===== src/rtl/out_port_serial_tx.sv =====
// Captures CPU output-port writes into a FIFO and serialises them as UART frames on txd.
// Define OUT_PORT_PARITY_EN to insert an even-parity bit between the data bits and the stop bit.
module out_port_serial_tx #(
   parameter int unsigned CLKS_PER_BIT = 4,
   parameter int unsigned FIFO_DEPTH   = 4
) (
   input  logic       clk,
   input  logic       reset,
   input  logic       doOut,
   input  logic [7:0] dbus,
   output logic       txd,
   output logic       busy,
   output logic       full,
   output logic       overflow
);
   localparam int unsigned PW = $clog2(FIFO_DEPTH);
   localparam int unsigned CW = PW + 1;
   localparam logic [7:0]    DivLast = 8'(CLKS_PER_BIT - 1);
   localparam logic [CW-1:0] Depth   = CW'(FIFO_DEPTH);

   typedef enum logic [2:0] {
      StIdle,
      StStart,
      StData,
`ifdef OUT_PORT_PARITY_EN
      StParity,
`endif
      StStop
   } state_e;

   state_e        state_q, state_d;
   logic [7:0]    fifo_q [FIFO_DEPTH];
   logic [PW-1:0] wr_ptr_q, wr_ptr_d;
   logic [PW-1:0] rd_ptr_q, rd_ptr_d;
   logic [CW-1:0] count_q, count_d;
   logic [7:0]    div_q, div_d;
   logic [2:0]    bit_idx_q, bit_idx_d;
   logic [7:0]    shift_q, shift_d;
   logic          overflow_q, overflow_d;
`ifdef OUT_PORT_PARITY_EN
   logic          parity_q, parity_d;
`endif
   logic          bit_end, pop, push;

   always_comb begin
      state_d    = state_q;
      wr_ptr_d   = wr_ptr_q;
      rd_ptr_d   = rd_ptr_q;
      count_d    = count_q;
      div_d      = div_q;
      bit_idx_d  = bit_idx_q;
      shift_d    = shift_q;
      overflow_d = overflow_q;
`ifdef OUT_PORT_PARITY_EN
      parity_d   = parity_q;
`endif

      bit_end = (div_q == DivLast);
      // A pop happens from IDLE, or at the end of STOP to chain frames without a gap.
      pop  = (count_q != '0) && ((state_q == StIdle) || ((state_q == StStop) && bit_end));
      push = doOut && ((count_q != Depth) || pop);

      if (state_q != StIdle) begin
         div_d = bit_end ? '0 : div_q + 8'd1;
      end

      case (state_q)
         StIdle: ;
         StStart: begin
            if (bit_end) begin
               state_d   = StData;
               bit_idx_d = '0;
            end
         end
         StData: begin
            if (bit_end) begin
               shift_d   = {1'b0, shift_q[7:1]};
               bit_idx_d = bit_idx_q + 3'd1;
               if (bit_idx_q == 3'd7) begin
`ifdef OUT_PORT_PARITY_EN
                  state_d = StParity;
`else
                  state_d = StStop;
`endif
               end
            end
         end
`ifdef OUT_PORT_PARITY_EN
         StParity: begin
            if (bit_end) state_d = StStop;
         end
`endif
         StStop: begin
            if (bit_end) state_d = StIdle;
         end
         default: state_d = StIdle;
      endcase

      if (pop) begin
         state_d  = StStart;
         div_d    = '0;
         shift_d  = fifo_q[rd_ptr_q];
         rd_ptr_d = rd_ptr_q + PW'(1);
`ifdef OUT_PORT_PARITY_EN
         parity_d = ^fifo_q[rd_ptr_q];
`endif
      end

      if (push) begin
         wr_ptr_d = wr_ptr_q + PW'(1);
      end else if (doOut) begin
         overflow_d = 1'b1;
      end

      case ({push, pop})
         2'b10:   count_d = count_q + CW'(1);
         2'b01:   count_d = count_q - CW'(1);
         default: count_d = count_q;
      endcase
   end

   always_ff @(posedge clk) begin
      if (reset) begin
         state_q    <= StIdle;
         wr_ptr_q   <= '0;
         rd_ptr_q   <= '0;
         count_q    <= '0;
         div_q      <= '0;
         bit_idx_q  <= '0;
         shift_q    <= '0;
         overflow_q <= 1'b0;
      end else begin
         state_q    <= state_d;
         wr_ptr_q   <= wr_ptr_d;
         rd_ptr_q   <= rd_ptr_d;
         count_q    <= count_d;
         div_q      <= div_d;
         bit_idx_q  <= bit_idx_d;
         shift_q    <= shift_d;
         overflow_q <= overflow_d;
      end
   end

`ifdef OUT_PORT_PARITY_EN
   always_ff @(posedge clk) begin
      if (reset) parity_q <= 1'b0;
      else       parity_q <= parity_d;
   end
`endif

   // Storage needs no reset; count_q alone decides what is valid.
   always_ff @(posedge clk) begin
      if (push) fifo_q[wr_ptr_q] <= dbus;
   end

   always_comb begin
      case (state_q)
         StIdle:   txd = 1'b1;
         StStart:  txd = 1'b0;
         StData:   txd = shift_q[0];
`ifdef OUT_PORT_PARITY_EN
         StParity: txd = parity_q;
`endif
         StStop:   txd = 1'b1;
         default:  txd = 1'b1;
      endcase
   end

   assign busy     = (state_q != StIdle) || (count_q != '0);
   assign full     = (count_q == Depth);
   assign overflow = overflow_q;

endmodule


===== config.mk =====
export PLATFORM = sky130hd
export DESIGN_NAME = out_port_serial_tx
export DESIGN_NICKNAME = d
export VERILOG_FILES = /design/src/rtl/out_port_serial_tx.sv
export SDC_FILE = /design/constraint.sdc
export NUM_CORES = 1
export LEC_CHECK = 0
export ABC_AREA = 1
export BUFFER_PORTS_ARGS = -buffer_cell sky130_fd_sc_hd__buf_2
export CORE_UTILIZATION = 45
export DETAILED_ROUTE_END_ITERATION = 7
export HOLD_SLACK_MARGIN = 0.08
export MAX_ROUTING_LAYER = met4
export SETUP_SLACK_MARGIN = 0.02
export SLEW_MARGIN = 40
export SYNTH_ARGS = -nofsm -noshare
export SYNTH_HDL_FRONTEND = slang
export SYNTH_SLANG_ARGS = --single-unit
export TNS_END_PERCENT = 30

===== constraint.sdc =====
create_clock -name clk -period 1.8 [get_ports clk]
set_input_delay 0.09 -clock clk [delete_from_list [all_inputs] [get_ports clk]]
set_output_delay 0.09 -clock clk [all_outputs]
set_load 0.03 [all_outputs]

==> flow_metrics.tcl, run 1 <==
set metrics [dict create \
    status "finished clean" \
    synth-seq-cells 63 \
    hold_path.class "input pin to flip-flop" \
    synth-warning-count 0 \
    ios 15 \
    cts_max_level 3 \
    yosysTopAreaCell "edfxtp_1" \
    synth-xor-area-share 0.00931 \
    skew_ps 7.81 \
    synth_top_family_by_area "simple AND/OR/NAND/NOR gates" \
    nFillCells 533 \
    area_growth_pct 22.3 \
    cts_buffer_depth 2 \
    p_leak_nw 1.36 \
    regArea_um2 1590 \
    post_synth_and_or_nand_nor_area_fraction 0.186 \
    die_x_um 81.2 \
    dp_slack_ps 4.24 \
    rsz0062_at_grt "true" \
    synth_cells 288 \
    synth_flop_cell "edfxtp_1" \
    nets 359 \
    peakVddDrop_v 0.000753 \
    critical_path_class "flip-flop to flip-flop" \
    netlist_top_cells_area "edfxtp_1, dfxtp_1, nor2_1" \
    path_cells "ha_4 -> inv_2 -> nor2_4 -> nand3_2 -> nand2_2 -> nand2_4 -> buf_4 -> nand2_2 -> nand2_2 -> nor2_1 -> buf_4" \
    cap_violations 0 \
    core_um2 5990 \
    cp_max_fo 8 \
    clock.fmax_mhz 562 \
    synthArstFlopShare 0 \
    synth_fa_ha_area_frac 0.0559 \
    place.gp.congestion 0.740 \
    vias_per_cell 5.00 \
    dp_cells 386 \
    hold_viol_final 0 \
    yosysMostFrequentCell "nor2_1" \
    grt_util_all_layers 0.190 \
    clk_latency_ps 340 \
    path_common_cell "nand2_2" \
    io_buffer_count 14 \
    place_hpwl_mm 3.48 \
    slowest_delay_ps 360 \
    grt.overflow.total 0 \
    slowest_stage "dfxtp_2" \
    die_area_um2 6590 \
    synth.top_cell.area_share 0.341 \
    critPathBufInv 3 \
    wire_per_inst_um 12.8 \
    startpoint_type "flip-flop" \
    cp-end-kind "flip-flop" \
    antenna_found_initial 0 \
    final_max_slew_viol_count 0 \
    synth_edf_count 32 \
    fp-row-count 28 \
    first_global_vias 1974 \
    grt_max_degree 23 \
    antennaDiodeCount 0 \
    clkSinkCount 63 \
    start_util 0.471 \
    clk_pin_slew_ps 80 \
    relSlewSlack 0.654 \
    ys_types 34 \
    avgSynthCellArea_um2 9.80 \
    fin_util 0.576 \
    required_ps 1850 \
    synth-compound-area-share 0.122 \
    wl_mm 5.32 \
    antenna_left 0 \
    grt_pass1_wl_mm 8.83 \
    route.detailed.drc 0 \
    layout-drive-gt1-share 0.261 \
    detail_route.first_pass.iterations 6 \
    cts-root-buf "clkbuf_8" \
    hold-worst-slack_ps 159 \
    netlist_area_um2 2820 \
    min_period_ps 1780 \
    final_cells 416 \
    synthTopCellsByCount "nor2_1, edfxtp_1, inv_1" \
    setup-violations-final 0 \
    period_share 0.989 \
    multi_input_area_um2 1100 \
    drt_iter0_drc 99 \
    die_y_um 81.2 \
    power_density_nw_per_um2 1530 \
    cts_tree "done" \
    syn_nets 311 \
    cp_top_family "simple AND/OR/NAND/NOR gates" \
    worst_slew_pin_slew_ps 518 \
    layout_setup_ws_ps 20.2 \
    ys_seq_area_frac 0.561 \
    cts_buffers 9 \
    vias 2082 \
    cp.arrival_ps 1830 \
    muxShareOfSynthArea 0 \
]
through the flow:
step                setup TNS (ps)  power (mW)  cell area, um^2
floorplan                        0        3.41             2860
global placement                 0        3.86             3090
detailed placement               0        3.87             3090
CTS                              0        5.19             3400
global route                 -2690        5.65             3450
finish                           0        5.28             3450
cells by family after synthesis:
kind of cell             after synthesis
buffers and inverters                 42
flip-flops                            63
AO/OA/AOI/OAI                         58
adder cells (fa/ha/maj)               12
AND/OR/NAND/NOR                      110
XOR/XNOR                               3
report_power, final:
part | internal [mW] | switching (mW)
registers | 1.79 | 0.149
logic | 0.828 | 1.25
clock network | 0.655 | 0.613
total | 3.27 | 2.01
routing by layer:
layer  up-vias  GRT usage  routed length [um]
met5         -          -                   0
met4         0     0.0714                  42
met3         4     0.0685                 146
met2        25      0.312                2610
met1       981      0.211                2520
li1       1072          -                   -
worst reg2reg max path, stage by stage, from the launching register on:
cell,delay [ps]
dfxtp_2,360
ha_4,140
inv_2,40
nor2_4,90
nand3_2,70
nand2_2,90
nand2_4,70
buf_4,140
nand2_2,60
nand2_2,100
nor2_1,110
buf_4,200
area by class of cell:
type,instances,area share
clock inverters,7,0.0232
flip-flops and latches,63,0.460
clock buffers,9,0.0359
inverters,35,0.0395
multi-input cells,183,0.319
repair buffers,44,0.0954
well taps,75,0.0272
state kept, by name, indices dropped and copies added, names as in the netlist, named ones only:
register and cells:
bit_idx_q 3, shift_q 8, count_q 3, overflow 1, wr_ptr_q 2, div_q 8, fifo_q 32, rd_ptr_q 2
state_q 2
repair_timing:
| item | in CTS | in global routing |
|---|---|---|
| setup endpoints to repair | 2 | 17 |
| pin swaps | 2 | 3 |
| hold endpoints to repair | 39 | 0 |
| buffers inserted | 2 | 3 |
| gates resized for setup | 1 | 11 |
| hold buffers | 9 | 0 |
placed cells by master, fill, tap and decap left out, types with 7 or more instances in the layout:
| cell type | n |
|---|---|
| nor2_1 | 33 |
| edfxtp_1 | 32 |
| nand2_1 | 30 |
| dfxtp_1 | 28 |
| inv_1 | 27 |
| o21ai_0 | 24 |
| nand3_1 | 20 |
| buf_4 | 18 |
| buf_2 | 14 |
| a21oi_1 | 10 |
| ha_1 | 9 |
| clkbuf_8 | 9 |
| dlygate4sd3_1 | 9 |
| o22ai_1 | 8 |
| inv_2 | 7 |
| a31oi_1 | 7 |
worst paths after layout:
path	from	endpoint	slack, ps	cells after the start
hold reg to reg	overflow$_SDFFE_PP0P_	overflow$_SDFFE_PP0P_	460	1
hold / removal	doOut	count_q[2]$_SDFFE_PP0P_	160	4
setup reg to reg	div_q[1]$_SDFFE_PP0P_	fifo_q[0][5]$_DFFE_PP_	20	11
setup / recovery	div_q[1]$_SDFFE_PP0P_	fifo_q[0][5]$_DFFE_PP_	20	11
(Power assumes the default switching activity.)
==> inputs of run 2 (changes only) <==
--- a/config.mk
+++ b/config.mk
@@ -7,6 +7,7 @@
 export LEC_CHECK = 0
 export ABC_AREA = 1
 export BUFFER_PORTS_ARGS = -buffer_cell sky130_fd_sc_hd__buf_2
+export CORE_ASPECT_RATIO = 0.9
 export CORE_UTILIZATION = 45
 export DETAILED_ROUTE_END_ITERATION = 7
 export HOLD_SLACK_MARGIN = 0.08
==> flow_metrics.tcl, run 2 (synthesis gave the netlist of run 1 again) <==
set metrics [dict create \
    layout-drive-gt1-share 0.272 \
    hold_path.class "input pin to flip-flop" \
    relSlewSlack 0.513 \
    most-common-layout-cells "nor2_1, edfxtp_1, nand2_1" \
    startpoint_type "flip-flop" \
    io_buffer_count 14 \
    route.detailed.drc 0 \
    peakVddDrop_v 0.000807 \
    cts_buffer_depth 2 \
    first_global_vias 1888 \
    p_leak_nw 1.39 \
    violations "setup timing" \
    hold_viol_final 0 \
    antenna_found_initial 0 \
    layout_setup_ws_ps -6.63 \
    grt.overflow.total 0 \
    crit_path_start "div_q[0]$_SDFFE_PP0P_" \
    clkSinkCount 63 \
    worst_slew_pin_slew_ps 729 \
    cp_top_family "adder cells" \
    layout_commonest_cell "nor2_1" \
    path_depth 11 \
    required_ps 2050 \
    clk_pin_slew_ps 80 \
    wire_per_inst_um 13.3 \
    cts_tree "done" \
    skew_ps 8.69 \
    start_util 0.482 \
    regArea_um2 1590 \
    rsz0062_at_grt "true" \
    place.gp.congestion 0.790 \
    critical_path_class "flip-flop to flip-flop" \
    status "complete, but fails checks" \
    ios 15 \
    slowest_delay_ps 510 \
    grt_max_degree 21 \
    final_max_slew_viol_count 0 \
    slowest_stage "fa_2" \
    dp_slack_ps -35.9 \
    period_share 1.00 \
    setup-violations-final 1 \
    cts_max_level 3 \
    largest_reg_flops 32 \
    vias 2121 \
    die_y_um 77.1 \
    rr_startpoint "div_q[0]$_SDFFE_PP0P_" \
    cp_max_fo 3 \
    core_um2 5860 \
    r2r_cells 11 \
    vias_per_cell 5.11 \
    clock.fmax_mhz 554 \
    wl_mm 5.50 \
    grt_pass1_wl_mm 8.79 \
    power_density_nw_per_um2 1560 \
    reg_top3 "fifo_q x32, div_q x8, shift_q x8" \
    cp-end-kind "flip-flop" \
    reg2reg_to "count_q[1]$_SDFFE_PP0P_" \
    die_x_um 85.5 \
    fp-row-count 26 \
    cts_buffers 9 \
    r2r_slack_ps -7 \
    area_growth_pct 24.2 \
    min_from "doOut" \
    antennaDiodeCount 0 \
    path_cells "ha_4 -> inv_4 -> nor2_4 -> nand3_2 -> nand2_2 -> nand2_4 -> clkinv_4 -> nand2_4 -> fa_2 -> a21boi_2 -> nor2_1" \
    die_area_um2 6590 \
    nets 363 \
    critPathBufInv 2 \
    cts-root-buf "clkbuf_8" \
    antenna_left 0 \
    crit_end "count_q[1]$_SDFFE_PP0P_" \
    path_common_cell "nand2_4" \
    drt_iter0_drc 110 \
    cap_violations 0 \
    multi_input_area_um2 1130 \
    largest-register "fifo_q" \
    place_hpwl_mm 3.40 \
    cp.arrival_ps 2060 \
    clk_latency_ps 350 \
    fin_util 0.598 \
    detail_route.first_pass.iterations 4 \
    min_period_ps 1810 \
    nFillCells 515 \
    grt_util_all_layers 0.182 \
]
run 2: cell count changes in the layout (fill, tap and decap cells not counted), moves of 2 or more:
cell      change
buf_4         +2
nor2_1        +3
clkinv_4      +2
nor2_2        -4
run 2: layer usage:
| layer | GRT usage | up-vias | part of all wire |
|---|---|---|---|
| met5 | - | - | 0 |
| met4 | 0.0733 | 0 | 0.012 |
| met3 | 0.0667 | 8 | 0.051 |
| met2 | 0.269 | 39 | 0.46 |
| met1 | 0.226 | 990 | 0.48 |
| li1 | - | 1084 | - |
run 2: report_power, final:
group | switching, mW | internal, mW
sequential | 0.148 | 1.79
clock | 0.601 | 0.512
combinational | 1.38 | 1.05
total | 2.12 | 3.35
run 2: how the worst min path moves through the flow:
stage / end / cells after the start
floorplan: fifo_q[0][0]$_DFFE_PP_ / 0
global placement: fifo_q[2][2]$_DFFE_PP_ / 1
detailed placement: fifo_q[1][2]$_DFFE_PP_ / 1
CTS: count_q[2]$_SDFFE_PP0P_ / 4
global route: count_q[2]$_SDFFE_PP0P_ / 4
finish: count_q[2]$_SDFFE_PP0P_ / 5
run 2: what timing repair did:
item / 4_1_cts / 5_1_grt
gates resized for setup: 1 / 16
setup buffers: 6 / 3
setup endpoints to repair: 2 / 30
pin swaps: 7 / 2
gates cloned: 0 / 3
hold endpoints to repair: 39 / 0
hold buffers: 9 / 0
run 2: layout make-up:
type | count | share of cell area
clock buffers | 9 | 0.0354
multi-input cells | 184 | 0.323
clock inverters | 7 | 0.0161
repair buffers | 47 | 0.108
well taps | 70 | 0.0250
inverters | 35 | 0.0396
flip-flops and latches | 63 | 0.453
run 2: worst register-to-register path, cell delays in order (launching register included):
cell and delay (ps):
dfxtp_2 360, ha_4 150, inv_4 40, nor2_4 100, nand3_2 80, nand2_2 100
nand2_4 70, clkinv_4 50, nand2_4 50, fa_2 510, a21boi_2 140, nor2_1 50
run 2: per-stage QoR:
step	std cells	setup TNS, ps	hold slack [ps]	area, um^2	power (mW)
after floorplan	288	0	189	2860	3.41
after global placement	378	0	306	3060	3.82
after detailed placement	378	-46.2	307	3060	3.84
after CTS	409	0	136	3380	5.09
after global routing	415	-405	189	3500	5.85
final	415	-6.63	166	3500	5.47
